$ cat src/rtl/countdown_timer_bcd.sv
// Game countdown timer: prescaled binary countdown with miss penalties, a serial
// double-dabble BCD converter and a multiplexed active-low 7-segment display.
//
// Converter states:
//   state   | meaning
//   S_IDLE  | waiting for a pending value change, then latch it
//   S_SHIFT | one double-dabble adjust+shift per cycle, VAL_W cycles
//   S_DONE  | publish the BCD result and mark the display valid
module countdown_timer_bcd #(
   parameter int TICK_DIV   = 5000,
   parameter int VAL_W      = 24,
   parameter int INIT_VALUE = 1800000,
   parameter int PENALTY    = 10,
   parameter int DIGITS     = 8,
   parameter int DP_POS     = 4,
   parameter int SCAN_DIV   = 2048
) (
   input  logic                  clock,
   input  logic                  reset,
   input  logic                  start,
   input  logic                  miss,
   input  logic                  restart,
   output logic                  a,
   output logic                  b,
   output logic                  c,
   output logic                  d,
   output logic                  e,
   output logic                  f,
   output logic                  g,
   output logic                  dp,
   output logic [DIGITS-1:0]     an,
   output logic                  game_fail,
   output logic                  running,
   output logic [4*DIGITS-1:0]   bcd_value
);

   localparam int PW  = $clog2(TICK_DIV);
   localparam int DW  = VAL_W + 1;
   localparam int CW  = (VAL_W > 1) ? $clog2(VAL_W) : 1;
   localparam int SW  = (SCAN_DIV > 1) ? $clog2(SCAN_DIV) : 1;
   localparam int IW  = $clog2(DIGITS);
   localparam int SRW = 4*DIGITS + VAL_W;

   typedef enum logic [1:0] {S_IDLE, S_SHIFT, S_DONE} conv_state_t;

   logic [PW-1:0]       presc_q, presc_d;
   logic [VAL_W-1:0]    value_q, value_d;
   logic                game_fail_q, game_fail_d;
   logic                tick;
   logic [DW-1:0]       dec;
   logic                value_chg;

   conv_state_t         state_q;
   logic                pending_q;
   logic [SRW-1:0]      sr_q, sr_adj;
   logic [CW-1:0]       cnt_q;
   logic [4*DIGITS-1:0] bcd_q;
   logic                valid_q;

   logic [SW-1:0]       scan_q;
   logic [IW-1:0]       idx_q;
   logic [3:0]          nib;
   logic [DIGITS-1:0]   zero_above, blank_mask;
   logic                zacc;
   logic [6:0]          seg_dec, segs;

   assign running   = start & ~game_fail_q;
   assign game_fail = game_fail_q;
   assign tick      = running && (presc_q == PW'(TICK_DIV-1));

   always_comb begin
      presc_d     = presc_q;
      value_d     = value_q;
      game_fail_d = game_fail_q;
      dec         = DW'(tick) + ((miss && !game_fail_q) ? DW'(PENALTY) : '0);
      if (running)
         presc_d = tick ? '0 : presc_q + PW'(1);
      if (restart) begin
         value_d     = VAL_W'(INIT_VALUE);
         game_fail_d = 1'b0;
         presc_d     = '0;
      end else if (dec >= {1'b0, value_q}) begin
         // saturate at zero and flag expiry on the same edge
         value_d     = '0;
         game_fail_d = 1'b1;
      end else begin
         value_d = value_q - dec[VAL_W-1:0];
      end
      value_chg = restart || (value_d != value_q);
   end

   always_ff @(posedge clock or posedge reset) begin
      if (reset) begin
         presc_q     <= '0;
         value_q     <= VAL_W'(INIT_VALUE);
         game_fail_q <= 1'b0;
      end else begin
         presc_q     <= presc_d;
         value_q     <= value_d;
         game_fail_q <= game_fail_d;
      end
   end

   always_comb begin
      sr_adj = sr_q;
      for (int i = 0; i < DIGITS; i++) begin
         if (sr_q[VAL_W+4*i +: 4] >= 4'd5)
            sr_adj[VAL_W+4*i +: 4] = sr_q[VAL_W+4*i +: 4] + 4'd3;
      end
   end

   always_ff @(posedge clock or posedge reset) begin
      if (reset) begin
         state_q   <= S_IDLE;
         pending_q <= 1'b1;
         sr_q      <= '0;
         cnt_q     <= '0;
         bcd_q     <= '0;
         valid_q   <= 1'b0;
      end else begin
         case (state_q)
            S_IDLE: begin
               if (pending_q) begin
                  sr_q    <= SRW'(value_q);
                  cnt_q   <= CW'(VAL_W-1);
                  state_q <= S_SHIFT;
               end
            end
            S_SHIFT: begin
               sr_q <= sr_adj << 1;
               if (cnt_q == '0)
                  state_q <= S_DONE;
               else
                  cnt_q <= cnt_q - CW'(1);
            end
            S_DONE: begin
               bcd_q   <= sr_q[SRW-1 -: 4*DIGITS];
               valid_q <= 1'b1;
               state_q <= S_IDLE;
            end
            default: state_q <= S_IDLE;
         endcase
         // a change arriving mid-conversion is queued, not lost
         if (value_chg)
            pending_q <= 1'b1;
         else if (state_q == S_IDLE)
            pending_q <= 1'b0;
      end
   end

   assign bcd_value = bcd_q;

   always_ff @(posedge clock or posedge reset) begin
      if (reset) begin
         scan_q <= '0;
         idx_q  <= '0;
      end else if (scan_q == SW'(SCAN_DIV-1)) begin
         scan_q <= '0;
         idx_q  <= (idx_q == IW'(DIGITS-1)) ? '0 : idx_q + IW'(1);
      end else begin
         scan_q <= scan_q + SW'(1);
      end
   end

   always_comb begin
      zacc       = 1'b1;
      zero_above = '0;
      blank_mask = '0;
      for (int i = DIGITS-1; i >= 0; i--) begin
         zacc          = zacc & (bcd_q[4*i +: 4] == 4'd0);
         zero_above[i] = zacc;
      end
      for (int i = 0; i < DIGITS; i++)
         blank_mask[i] = (i > DP_POS) && zero_above[i];
   end

   assign nib = bcd_q[4*idx_q +: 4];

   always_comb begin
      case (nib)
         4'd0:    seg_dec = 7'b1000000;
         4'd1:    seg_dec = 7'b1111001;
         4'd2:    seg_dec = 7'b0100100;
         4'd3:    seg_dec = 7'b0110000;
         4'd4:    seg_dec = 7'b0011001;
         4'd5:    seg_dec = 7'b0010010;
         4'd6:    seg_dec = 7'b0000010;
         4'd7:    seg_dec = 7'b1111000;
         4'd8:    seg_dec = 7'b0000000;
         4'd9:    seg_dec = 7'b0010000;
         default: seg_dec = 7'b0111111;
      endcase
      segs = (!valid_q || blank_mask[idx_q]) ? 7'b1111111 : seg_dec;
   end

   assign {g, f, e, d, c, b, a} = segs;
   assign an = valid_q ? ~(DIGITS'(1) << idx_q) : '1;
   assign dp = !(valid_q && (idx_q == IW'(DP_POS)));

endmodule

$ cat config.mk
export PLATFORM = sky130hd
export DESIGN_NAME = countdown_timer_bcd
export DESIGN_NICKNAME = d
export VERILOG_FILES = /design/src/rtl/countdown_timer_bcd.sv
export SDC_FILE = /design/constraint.sdc
export NUM_CORES = 1
export LEC_CHECK = 0
export CAP_MARGIN = 5
export CORE_UTILIZATION = 45
export CTS_CLUSTER_SIZE = 8
export DETAILED_ROUTE_END_ITERATION = 10
export GPL_TIMING_DRIVEN = 0
export HOLD_SLACK_MARGIN = 0.03
export PLACE_DENSITY_LB_ADDON = 0.05
export SLEW_MARGIN = 0
export SYNTH_ARGS = -nofsm -noshare
export SYNTH_HDL_FRONTEND = slang
export SYNTH_SLANG_ARGS = --single-unit
export TNS_END_PERCENT = 10
$ cat constraint.sdc
create_clock -name clock -period 6.7 [get_ports clock]
set_input_delay 1.34 -clock clock [delete_from_list [all_inputs] [get_ports clock]]
set_output_delay 1.34 -clock clock [all_outputs]
set_load 0.02 [all_outputs]
== Word-level counts from Yosys, hierarchy flattened ==
Memory sizes are Yosys's and may differ from the RTL's.
Index checks and enable logic that the tools add are counted.

* Register bits after elaboration: 149
* Memory bits (read-only): 112
* Input bits: 5
* Output and inout port bits: 50
* Memories: 1

{| class="wikitable"
|+ Memory list
! memory !! depth !! bits a word !! read ports !! clocked after memory_dff !! wr ports !! RTL line !! source
|-
| (no name shown) || 16 || 7 || 1 || 0 || 0 || 180 || <nowiki>case (nib)</nowiki>
|}

* $add $sub $neg: 14
* Order comparisons: 10
* Eq/ne operators: 10
* Shift operators: 2
* Muxes and demuxes: 32
* Bitwise logic cells: 5
* Reductions and logical operators: 20

{| class="wikitable"
|+ Operator list
! operator !! number
|-
| $pmux W56 S2 || 1
|-
| $mux W56 || 1
|-
| $mux W24 || 2
|-
| $mux W13 || 3
|-
| $ge A4 B3 Y1 const B || 8
|-
| $mux W4 || 8
|-
| $shiftx A32 B6 Y4 || 1
|-
| $add A4 B2 Y4 const B || 7
|-
| $ge A5 B24 Y1 || 1
|-
| $ne A24 B24 Y1 || 1
|-
| $sub A24 B5 Y24 || 1
|-
| $add A13 B1 Y13 const B || 1
|-
| $eq A13 B13 Y1 const B || 1
|-
| $logic_not A4 Y1 || 3
|-
| $add A11 B1 Y11 const B || 1
|-
| $eq A11 B11 Y1 const B || 1
|-
| $mux W11 || 1
|-
| $mux W5 || 2
|-
| $pmux W5 S2 || 1
|-
| $mux W8 || 1
|-
| $not A8 Y8 || 1
|-
| $reduce_bool A2 Y1 || 4
|-
| $shl A1 B3 Y8 const A || 1
|-
| $mux W7 || 1
|-
| 23 further kinds || 40
|}

== Depth between registers and ports, before layout ==
* Word-level depth: 10
* Gate-level depth with buffers: 15
* Depth with buffers taken out: 14

== Worst setup path before layout ==
OpenSTA, ideal clock, no wires.

* Path type: register to output
* Start point: register idx_q[0]
* End point: output port d
* Arrival time: 2648 ps
* Path slack: 2712 ps
* Cell stages (with the launch flop): 8
* Path buffers: 1
* Cells stage by stage: dfrtp_1 buf_1 mux4_2 mux2i_1 ha_1 nor2_1 a21oi_1 o21ai_0

* Cells in the longest elaborated chain, start to end: 4
* Elaborated cells on any way between the ends: 6

{| class="wikitable"
|+ RTL lines
! what !! RTL line !! source
|-
| start, declared || 61 || <nowiki>logic [IW-1:0] idx_q;</nowiki>
|-
| start signal, assigned || 159 || <nowiki>idx_q <= (idx_q == IW'(DIGITS-1)) ? '0 : idx_q + IW'(1);</nowiki>
|-
| parallel branches: the longest is 3 deep, another holds $mem_v2 Z16 W7 || n/a ||
|-
| $mux W7 * || 193 || <nowiki>segs = (!valid_q || blank_mask[idx_q]) ? 7'b1111111 : seg_dec;</nowiki>
|-
| end, declared || 26 || <nowiki>output logic d,</nowiki>
|}

Mark *: on every way between the ends. The select of a mux whose other input is x is not followed.

== Worst setup path in the final report ==
* Start point: register idx_q[0]
* End point: output port b

* Cells in the longest elaborated chain, start to end: 4
* Elaborated cells on any way between the ends: 6

{| class="wikitable"
|+ RTL lines
! what !! RTL line !! source
|-
| parallel branches: the longest is 3 deep, another holds $mem_v2 Z16 W7 || n/a ||
|-
| $mux W7 * || 193 ||
|-
| end, declared || 24 || <nowiki>output logic b,</nowiki>
|}

Marked as above.

==> impl_summary.md <==
Outcome
The flow ran to the end, and the final reports show no timing, DRC or antenna violations.

Placed design
The cell count after placement is 1077. The weighted congestion reported at the end of routability-driven placement is 0.927. After legalization and detailed placement, the total HPWL measured 13400 microns. The number of port buffers is 54. The post-placement cell area is 0.00874 sq mm.

Pwr
Of the total power, the share spent switching nets is 32.5%. The combinational share of power is 28.2%. The analysis attributes to cell leakage a power of 4.02 nW.

The share of total power in the clock network is 33.2%. The total net switching power is 0.967 mW. VDD sags by at most 0.000253 V. The internal power is 2.01 mW. The sum of internal, switching and leakage power is 2.98 mW. Sequential cells account for 38.6% of the total power.

The power density of the placed cells is 318 mW/mm^2.

Logic synthesis
The Yosys step of the flow raised 0 warnings. The proportion of synthesized flip-flops having asynchronous set or reset is 100%. Synthesis produced a netlist with a net count of 837. In the post-synthesis netlist, the biggest area contributors are sky130_fd_sc_hd__dfrtp_1, sky130_fd_sc_hd__ha_1, sky130_fd_sc_hd__o21ai_0. Yosys mapped a number of flops with a built-in enable equal to 0.

The synthesized netlist devotes 16.8% of its cell area to simple gates. Counting flops and latches in the post-synthesis netlist gives 149. The mapped netlist covers 0.00789 sq mm. The dominant combinational cell family by area after synthesis is simple AND/OR/NAND/NOR gates. The post-synthesis share of cell area spent on xor and xnor gates is 5.44%. The post-synthesis compound-gate area fraction is 15.4%. By count the netlist is led by sky130_fd_sc_hd__dfrtp_1, sky130_fd_sc_hd__o21ai_0, sky130_fd_sc_hd__nor2_1, sky130_fd_sc_hd__nand2_1, sky130_fd_sc_hd__a21oi_1. The synthesized netlist contains 61 unique library cells.

A synthesized cell averages 9.90 sq um. The biggest area contributor in the post-synthesis netlist is sky130_fd_sc_hd__dfrtp_1. In the synthesized netlist the dominant register cell turns out to be sky130_fd_sc_hd__dfrtp_1. The most common cell in the synthesized netlist is sky130_fd_sc_hd__dfrtp_1. Counting every instance in the synthesized netlist gives 797. The sequential area share after synthesis is 47.4%. The synthesized design devotes to its leading area cell type 43.5% of total area.

The synthesized-area fraction occupied by adder cells is 5.65%. The share of synthesized area spent on multiplexers is 5.49%.

Route
The detailed router placed 6193 vias in this run. The vias per cell is 5.58. The post-route antenna net violation count is 0. The pre-antenna-repair detailed-routing pass consisted of 6 iterations. The number of DRC markers after the initial detailed-route iteration is 359. For this block, the routed nets add up to 18400 microns of wire.

The final routed wire length divided by cell count is 16.6 microns. The remaining routing DRC violations is 0.

Critical path
For the worst setup path, the data required time is 5.36 ns. The worst setup path is of the reg2out kind. On the critical path, the stage with the largest delay is an instance of sky130_fd_sc_hd__mux4_2.

Measured in cells, the most critical reg-to-reg path has a length of 13. The category of the worst setup path launch point is a flop. STA puts the critical path data arrival time at 3.96 ns.

For this run, the slowest stage of the critical path takes 0.62 ns. Walking the worst path, the cells encountered are buf_1, mux4_2, mux2i_1, nand2_1, a21boi_0, o21ai_0, clkdlybuf4s50_1. The largest fanout of any net on the critical path is 10. The count of buffering cells on the critical path with inverters included is 2. The family with the most delay on the worst path is buffers and inverters.

The cell count along the critical path is 7. The nature of the critical path endpoint is an output port.

Global routing
Global routing finished with a remaining overflow of 0. The global routing stage identified its most utilized layer as met2. The via count of the first global-routing pass is 6168. In the global route stage, overall resource usage came out at 22.1%. The wire length of the first global-routing pass is 31200 microns. The number of antenna violations at the first check in global routing is 0.

The met2 track demand over resource is 36.7%. Global routing used 3.70% of the available met3 tracks. For this run, global-route usage on met1 was measured as 28.7%. Entering global routing, the biggest net connects 80 pins.

Layout
In the final layout, the share of cells above drive strength 1 is 10.3%. The repair_antennas step left the layout with diodes totalling 0. The final design instance area without fill is 0.00936 sq mm. The relative area change from synthesis to final layout is 18.6%. At the end of the flow, the number of nets in the layout was 911. Excluding fillers, the count of instances in the completed layout stands at 1109.

At the end of the flow the core is filled with cells to 54.3%.

Clock tree
The CTS sink count is 149. For the worst-skew pair, the clock arrives at the later sink with an insertion delay of 0.43 ns. The number of buffers added for setup after CTS is 0.

The TritonCTS clock tree is done. Counting the buffers created by CTS gives 17. The H-tree was split into 4 levels. Clock-pin slew was measured on the worst setup and hold paths at 0.06 ns. The clock root buffer is sky130_fd_sc_hd__clkbuf_16. The longest clock path from root to sink contains 2 buffers.

Hold repair after CTS inserted 0 buffers. The post-cts sizing count is 0.

Timing
The part of the cycle the worst path needs is 79.1%. Setup violations remaining at the end of the flow were counted as 0. Setup repair after global routing left no endpoint under its margin. The worst pin sits at a relative slew slack of 52.5%. Derived from the worst setup path, the maximum achievable clock frequency is 189 MHz. The clock skew is 0.00979 ns. The transition time of the tightest slew-check pin is 0.713 ns. The final-report max-slew violation count is 0. The time the worst path needs with I/O delays and setup is 5.30 ns.

The count of final hold-check violations came to 0.

Worst hold path
The hold-critical path depth is 1. The classification of the worst-slack hold path is reg2reg.

Floorplanning
The die is 134 microns tall. The total area inside the core boundary comes to 0.0172 sq mm. In this run the core area contains 48 standard-cell rows. The initial standard-cell utilization of the core is 45.8%. The die width is 134 microns.

Pin placement for this block handled 55 I/O pins. The die covers 0.0181 sq mm.

Flow run
Max-cap violations in this run came to 0.
routing by layer:
| layer | part of all wire, % | up-vias |
|---|---|---|
| li1 | - | 2966 |
| met1 | 46 | 3037 |
| met2 | 48 | 153 |
| met3 | 3.2 | 37 |
| met4 | 2.2 | 0 |
| met5 | 0 | - |
worst reg2reg max path, delay by kind of cell, from the launching register on:
| family | cells | cell delay (ns) |
|---|---|---|
| adder cells (fa/ha/maj) | 2 | 0.60 |
| AND/OR/NAND/NOR | 6 | 1.42 |
| XOR/XNOR | 1 | 0.18 |
| buffers and inverters | 3 | 0.46 |
| flip-flops | 1 | 0.43 |
| AO/OA/AOI/OAI | 1 | 0.29 |
sequential cells by signal, indices dropped and copies added (netlist names):
register and cells:
bcd_value 32, cnt_q 5, game_fail 1, idx_q 3, pending_q 1, presc_q 13
scan_q 11, sr_q 56, state_q 2, valid_q 1, value_q 24
logic make-up (layout without fill, tap and decap cells):
logic type / count (synthesis) / count (layout)
AO/OA/AOI/OAI: 206 / 206
buffers and inverters: 76 / 163
adder cells (fa/ha/maj): 35 / 35
XOR/XNOR: 49 / 49
flip-flops: 149 / 149
multiplexers: 31 / 31
AND/OR/NAND/NOR: 251 / 251
final cells by class:
cell class                      count  area [sq um]
Clock inverter                     13           173
Fill cell                        1489          7880
Clock buffer                       19           443
Tap cell                          225           282
Timing Repair Buffer               55           568
Sequential cell                   149          3740
Inverter                           35           136
Multi-Input combinational cell    572          3850
Buffer                             41           169
stage by stage:
stage               setup WS (ns)  TNS, ns  hold WS (ns)
CTS                          1.45        0         0.467
global route                 1.18        0         0.482
detailed placement           1.91        0         0.449
global placement           -0.612   -82.43         0.451
finish                       1.40        0         0.467
floorplan                    1.37        0         0.434
worst paths after layout:
kind,startpoint,to,slack (ns)
setup / recovery,idx_q[0],b,1.40
hold / removal,scan_q[10],scan_q[10],0.47
setup reg to reg,presc_q[6],value_q[18],3.19
hold reg to reg,scan_q[10],scan_q[10],0.47
max in group asynchronous,reset,scan_q[0],4.52
min in group asynchronous,reset,cnt_q[2],1.38
power by group through the flow:
stage                     Sequential [mW]  Combinational (mW)  Clock (mW)
after floorplan                      1.19               0.497           0
after global placement               1.16               0.812           0
after detailed placement             1.16               0.837           0
after CTS                            1.15               0.841        1.01
after global routing                 1.17               0.930        1.05
final                                1.15               0.839       0.990
layout by cell type, fill, tap and decap left out, types with 6 or more instances in the layout:
cell,instances
sky130_fd_sc_hd__nand2b_1,15
sky130_fd_sc_hd__and3b_1,8
sky130_fd_sc_hd__inv_1,33
sky130_fd_sc_hd__clkbuf_1,33
sky130_fd_sc_hd__o21bai_1,8
sky130_fd_sc_hd__dfstp_2,12
sky130_fd_sc_hd__o21ai_0,80
sky130_fd_sc_hd__mux2_2,18
sky130_fd_sc_hd__o22ai_1,14
sky130_fd_sc_hd__nand3_1,18
sky130_fd_sc_hd__mux4_2,8
sky130_fd_sc_hd__clkdlybuf4s50_1,54
sky130_fd_sc_hd__clkbuf_16,17
sky130_fd_sc_hd__or3_1,8
sky130_fd_sc_hd__dfrtp_1,137
sky130_fd_sc_hd__nor4_1,10
sky130_fd_sc_hd__ha_1,34
sky130_fd_sc_hd__nor2b_1,20
sky130_fd_sc_hd__a21oi_1,56
sky130_fd_sc_hd__nor3_1,11
sky130_fd_sc_hd__or2_2,6
sky130_fd_sc_hd__xor2_1,23
sky130_fd_sc_hd__xnor2_1,26
sky130_fd_sc_hd__nand4_1,7
sky130_fd_sc_hd__nand2_1,59
sky130_fd_sc_hd__nor2_1,62
sky130_fd_sc_hd__a22oi_1,15
(Power assumes the default switching activity.)
